## src/rtl/cpu_pkg.sv

```systemverilog
// Shared control-unit definitions: fetch FSM states, instruction field positions
// and bus widths used by the fetch unit and the decoder.
package cpu_pkg;

    localparam int INSTR_W = 32;
    localparam int ADDR_W  = 32;

    localparam int COND_MSB  = 31;
    localparam int COND_LSB  = 28;
    localparam int OP_MSB    = 27;
    localparam int OP_LSB    = 26;
    localparam int FUNCT_MSB = 25;
    localparam int FUNCT_LSB = 20;
    localparam int RD_MSB    = 15;
    localparam int RD_LSB    = 12;

    typedef enum logic [1:0] {
        IDLE    = 2'd0,
        BUSY    = 2'd1,
        DISCARD = 2'd2
    } fetch_state_t;

    function automatic logic [ADDR_W-1:0] word_align(input logic [ADDR_W-1:0] a);
        return {a[ADDR_W-1:2], 2'b00};
    endfunction

endpackage

```

## src/rtl/fetch_queue.sv

```systemverilog
// Prefetch FIFO of {instr, pc} pairs; registered head, no bypass.
// flush wins over push and pop in the same cycle.
module fetch_queue
    import cpu_pkg::*;
#(
    parameter int DEPTH = 2,
    parameter int PW    = $clog2(DEPTH)
) (
    input  logic               clk,
    input  logic               rst,
    input  logic               push,
    input  logic               pop,
    input  logic               flush,
    input  logic [INSTR_W-1:0] push_instr,
    input  logic [ADDR_W-1:0]  push_pc,
    output logic [INSTR_W-1:0] head_instr,
    output logic [ADDR_W-1:0]  head_pc,
    output logic [PW:0]        count,
    output logic               full,
    output logic               empty
);

    localparam logic [PW:0] DEPTH_C = (PW+1)'(DEPTH);

    logic [INSTR_W-1:0] instr_mem [DEPTH];
    logic [ADDR_W-1:0]  pc_mem    [DEPTH];
    logic [PW-1:0]      wr_ptr;
    logic [PW-1:0]      rd_ptr;
    logic               do_pop;

    assign full       = (count == DEPTH_C);
    assign empty      = (count == '0);
    assign do_pop     = pop && !empty;
    assign head_instr = instr_mem[rd_ptr];
    assign head_pc    = pc_mem[rd_ptr];

    always_ff @(posedge clk or posedge rst) begin
        if (rst) begin
            wr_ptr <= '0;
            rd_ptr <= '0;
            count  <= '0;
            for (int i = 0; i < DEPTH; i++) begin
                instr_mem[i] <= '0;
                pc_mem[i]    <= '0;
            end
        end else if (flush) begin
            wr_ptr <= '0;
            rd_ptr <= '0;
            count  <= '0;
        end else begin
            if (push) begin
                instr_mem[wr_ptr] <= push_instr;
                pc_mem[wr_ptr]    <= push_pc;
                wr_ptr            <= wr_ptr + 1'b1;
            end
            if (do_pop) begin
                rd_ptr <= rd_ptr + 1'b1;
            end
            count <= count + {{PW{1'b0}}, push} - {{PW{1'b0}}, do_pop};
        end
    end

endmodule

```

## src/rtl/instr_fetch_unit.sv

```systemverilog
// Instruction fetch: single-outstanding req/ack fetch into a prefetch queue,
// decode-side valid/ready presentation, and branch redirect with flush.
module instr_fetch_unit
    import cpu_pkg::*;
#(
    parameter int                DEPTH    = 2,
    parameter logic [ADDR_W-1:0] RESET_PC = 32'h0000_0000
) (
    input  logic               clk,
    input  logic               rst,
    output logic               imem_req,
    output logic [ADDR_W-1:0]  imem_addr,
    input  logic               imem_ack,
    input  logic [INSTR_W-1:0] imem_rdata,
    output logic               dec_valid,
    input  logic               dec_ready,
    output logic [INSTR_W-1:0] dec_instr,
    output logic [ADDR_W-1:0]  dec_pc,
    output logic [3:0]         dec_cond,
    output logic [1:0]         dec_op,
    output logic [5:0]         dec_funct,
    output logic [3:0]         dec_rd,
    input  logic               redirect,
    input  logic [ADDR_W-1:0]  redirect_pc,
    output fetch_state_t       dbg_state
);

    localparam int          PW      = $clog2(DEPTH);
    localparam logic [PW:0] DEPTH_C = (PW+1)'(DEPTH);

    fetch_state_t      state_q, state_d;
    logic [ADDR_W-1:0] fetch_pc_q, fetch_pc_d;
    logic [ADDR_W-1:0] addr_q, addr_d;
    logic [ADDR_W-1:0] target;
    logic [PW:0]       count, count_next;
    logic              full, empty;
    logic              push, pop, ack_in, done, issue_ok;

    // Handshakes: a transfer happens on a rising edge where valid (imem_req /
    // dec_valid) and its acceptor (imem_ack / dec_ready) are both high; the
    // producer holds valid and its payload stable until that edge.
    assign imem_req  = (state_q != IDLE);
    assign imem_addr = addr_q;
    assign dbg_state = state_q;
    assign target    = word_align(redirect_pc);

    assign ack_in    = imem_req && imem_ack;
    assign dec_valid = !empty && !redirect;
    assign pop       = dec_valid && dec_ready;
    assign push      = (state_q == BUSY) && imem_ack && !redirect && !full;

    // Occupancy after this edge; issuing only below DEPTH reserves a slot for the ack.
    assign count_next = redirect ? '0 : count + {{PW{1'b0}}, push} - {{PW{1'b0}}, pop};
    assign issue_ok   = (count_next < DEPTH_C);
    assign done       = (state_q == IDLE) || ack_in;

    always_comb begin
        state_d    = state_q;
        fetch_pc_d = fetch_pc_q;
        addr_d     = addr_q;

        if (redirect) begin
            fetch_pc_d = target;
        end else if (push) begin
            fetch_pc_d = fetch_pc_q + 32'd4;
        end

        if (done) begin
            if (issue_ok) begin
                state_d = BUSY;
                addr_d  = fetch_pc_d;
            end else begin
                state_d = IDLE;
            end
        end else if (redirect) begin
            state_d = DISCARD;
        end
    end

    always_ff @(posedge clk or posedge rst) begin
        if (rst) begin
            state_q    <= IDLE;
            fetch_pc_q <= RESET_PC;
            addr_q     <= RESET_PC;
        end else begin
            state_q    <= state_d;
            fetch_pc_q <= fetch_pc_d;
            addr_q     <= addr_d;
        end
    end

    fetch_queue #(.DEPTH(DEPTH)) u_queue (
        .clk        (clk),
        .rst        (rst),
        .push       (push),
        .pop        (pop),
        .flush      (redirect),
        .push_instr (imem_rdata),
        .push_pc    (imem_addr),
        .head_instr (dec_instr),
        .head_pc    (dec_pc),
        .count      (count),
        .full       (full),
        .empty      (empty)
    );

    assign dec_cond  = dec_instr[COND_MSB:COND_LSB];
    assign dec_op    = dec_instr[OP_MSB:OP_LSB];
    assign dec_funct = dec_instr[FUNCT_MSB:FUNCT_LSB];
    assign dec_rd    = dec_instr[RD_MSB:RD_LSB];

endmodule

```

## config.mk

```make
export PLATFORM = sky130hd
export DESIGN_NAME = instr_fetch_unit
export DESIGN_NICKNAME = d
export VERILOG_FILES = /design/src/rtl/cpu_pkg.sv /design/src/rtl/fetch_queue.sv /design/src/rtl/instr_fetch_unit.sv
export SDC_FILE = /design/constraint.sdc
export NUM_CORES = 1
export LEC_CHECK = 0
export CAP_MARGIN = 30
export CELL_PAD_IN_SITES_DETAIL_PLACEMENT = 0
export CELL_PAD_IN_SITES_GLOBAL_PLACEMENT = 1
export CORE_MARGIN = 5
export CORE_UTILIZATION = 38
export CTS_CLUSTER_SIZE = 10
export DETAILED_ROUTE_END_ITERATION = 12
export PLACE_DENSITY_LB_ADDON = 0.1
export SYNTH_ARGS = -nofsm -noshare
export SYNTH_HDL_FRONTEND = slang
export SYNTH_SLANG_ARGS = --single-unit
```

## constraint.sdc

```tcl
create_clock -name clk -period 6.75 [get_ports clk]
set_input_delay 1.35 -clock clk [delete_from_list [all_inputs] [get_ports clk]]
set_output_delay 1.35 -clock clk [all_outputs]
set_load 0.05 [all_outputs]
```

==> impl_metrics.toml <==
[run_status]
status = "completed"

[clocking]
htree_levels = 4
cts.sinks = 198
cts_max_path_buffers = 2
cts_setup_buffers = 0
path_clk_slew_ns = 0.07
post_cts_resized = 0
postCtsHoldBufs = 0
insertion_delay_ns = 0.43
cts_tree = "built"
cts_made_buffers = 17
cts-root-buf = "clkbuf_16"

[logic_synthesis]
synth_top_family_by_area = "multiplexers"
synth_seq_cells = 198
synth_mux_area_frac = 0.283
synth-compound-area-share = 0.0223
yosysSeqAreaShare = 0.549
avgSynthCellArea_um2 = 13.5
synth-adder-area-share = 0.00277
syn_area_um2 = 9020
synth.distinct_cells = 37
synthSimpleGateAreaFrac = 0.0790
synth_cells = 669
syn_nets = 740
synth_xor_area_frac = 0.0291
yosys_warnings = 0

[route]
drc = 0
wl_um = 20400
vias = 5673
wl_per_cell_um = 17.6
viasPerCell = 4.88
initialDrtViolationCount = 219
dr.pass1.iters = 4
antenna_left = 0

[cells_and_area]
finalNetCount = 902
final_util = 0.499
area_growth_syn_to_layout_pct = 29.4
drive_gt1_frac = 0.323
insertedDiodeCount = 0
instances_no_fill = 1163

[sta]
layout_setup_ws_ns = 2.38
slew_headroom = 0.395
fmax_mhz = 229
tns_ns = 0
holdWs_ns = 0.503
setup_viol = 0
finalClockSkew_ns = 0.00704
min_period_ns = 4.37
rsz0062_at_grt = "no"
hold_viol_final = 0
final_max_slew_viol_count = 0
worst_pin_slew_ns = 0.901
fin_crit_sh = 0.648

[die]
die_area_um2 = 26900
chipHeight_um = 164
start_util = 0.386
die_w_um = 164
coreArea_um2 = 23400
fp-row-count = 56
ios = 185

[worst_setup_path]
critical_path_class = "reg -> out"
slowest_delay_ns = 0.87
slowest_stage = "dfrtp_2"
endpoint_kind = "primary output"
crit_arrival_ns = 3.02
crit_chain = "buf_4 -> mux2_2 -> clkdlybuf4s50_1"
cp_data_required_time_ns = 5.40
critical_path.max_fanout = 36
cp-start-kind = "flop"
r2r_slack_ns = 4.29

[global_route]
grt_overflow = 0
grt_pass1_wl_um = 33000
grt_max_degree = 139
grt_use_total = 0.155
antenna_found_initial = 0
grt_pass1_vias = 6213

[hold_path]
hp-class = "reg -> reg"

[power]
ir_drop_uv = 234
p_leak_uw = 0.00482
p_per_area_nw_per_um2 = 425

[place]
port_buffers = 182
dp_hpwl_um = 14000
pre_cts_ws_ns = 2.51
place.gp.congestion = 0.758
placed_cells = 1130

[run]
cap_violations = 0
==> area by class of cell <==
type                    instances  area (um2)
fillers                      2094       11700
flip-flops and latches        198        4960
multi-input cells             417        3770
repair buffers                192        1950
clock buffers                  20         447
well taps                     319         399
clock inverters                12         133
inverters                       5        26.3
==> layout by cell type (no fill, tap or decap), types with 3 or more instances in the layout <==
cell,n
nor2_1,28
inv_8,4
inv_1,4
nand2_1,33
o21ai_0,11
xor2_1,7
clkinv_4,3
buf_4,7
dfrtp_1,197
nor2b_1,13
and3_1,6
clkbuf_16,17
o31a_1,3
clkdlybuf4s50_1,181
buf_16,3
inv_6,4
mux2_2,221
mux2_1,4
nand2b_1,3
nor3_1,7
o31ai_1,9
nand4_1,11
nand3_1,15
xnor2_1,23
==> per-stage QoR <==
stage               power [uW]  instance area [um2]
floorplan                 3380                 9020
finish                    4970                11700
CTS                       5040                11700
global route              5220                11700
detailed placement        4010                11100
global placement          3940                11000
==> worst max-delay path: cells and delay by family, from the launching register on <==
family                 cells  cell delay (ns)
flip-flops                 1             0.87
buffers and inverters      2             1.31
multiplexers               1             0.39
==> layer usage <==
layer | track usage | vias to the layer above | wire (um)
li1 | - | 2670 | -
met1 | 0.195 | 2867 | 8860
met2 | 0.270 | 120 | 10400
met5 | 0 | - | 0
met4 | 0.0427 | 0 | 220
met3 | 0.0331 | 16 | 918
==> synth_stat cells, drive strengths merged <==
library cell / instances / area, um2
o31ai: 9 / 67.6
o32ai: 1 / 27.5
and3: 6 / 37.5
nand3b: 1 / 7.51
o21bai: 1 / 7.51
mux2: 225 / 2530
nand4bb: 1 / 27.5
nand4b: 2 / 17.5
a21boi: 1 / 7.51
nor2: 29 / 125
nor2b: 13 / 81.3
dfrtp: 198 / 4950
nand2b: 3 / 18.8
buf: 35 / 243
ha: 2 / 25.0
and4: 1 / 8.76
nand2: 34 / 128
clkbuf: 14 / 52.6
nand4: 11 / 68.8
o31a: 3 / 26.3
a21oi: 1 / 5.00
mux2i: 2 / 20.0
inv: 5 / 18.8
xnor2: 23 / 201
o21ai: 12 / 60.1
xor2: 7 / 61.3
nor3: 9 / 50.1
nand3: 15 / 75.1
nor4: 5 / 67.6
==> sequential cells by signal, indices dropped and copies added (netlist names) <==
| name | cells |
|---|---|
| u_queue.wr_ptr | 1 |
| u_queue.pc_mem | 64 |
| dbg_state | 2 |
| fetch_pc_q | 32 |
| u_queue.rd_ptr | 1 |
| imem_addr | 32 |
| u_queue.count | 2 |
| u_queue.instr_mem | 64 |
==> path summary, 6_finish.rpt <==
| path | from | end | cells after the start |
|---|---|---|---|
| setup / recovery | u_queue.rd_ptr | dec_pc[30] | 3 |
| hold / removal | u_queue.pc_mem[3] | u_queue.pc_mem[3] | 1 |
| setup reg to reg | dbg_state[1] | imem_addr[19] | 6 |
| hold reg to reg | u_queue.pc_mem[3] | u_queue.pc_mem[3] | 1 |
| max in group asynchronous | rst | u_queue.instr_mem[40] | 3 |
| min in group asynchronous | rst | u_queue.instr_mem[33] | 2 |
==> logic make-up (layout without fill, tap and decap cells) <==
group | Yosys count | in the layout
xor+xnor | 30 | 30
buf+inv | 54 | 229
compound gates | 28 | 28
fa+ha+maj | 2 | 2
simple gates | 130 | 130
mux | 227 | 227
flops | 198 | 198
==> where the power goes <==
| group | total, uW | switching [uW] | internal (uW) |
|---|---|---|---|
| logic | 2190 | 1290 | 899 |
| clock network | 1000 | 468 | 534 |
| registers | 1780 | 213 | 1560 |
| total | 4970 | 1970 | 3000 |
Power figures use the tool's default switching activity.
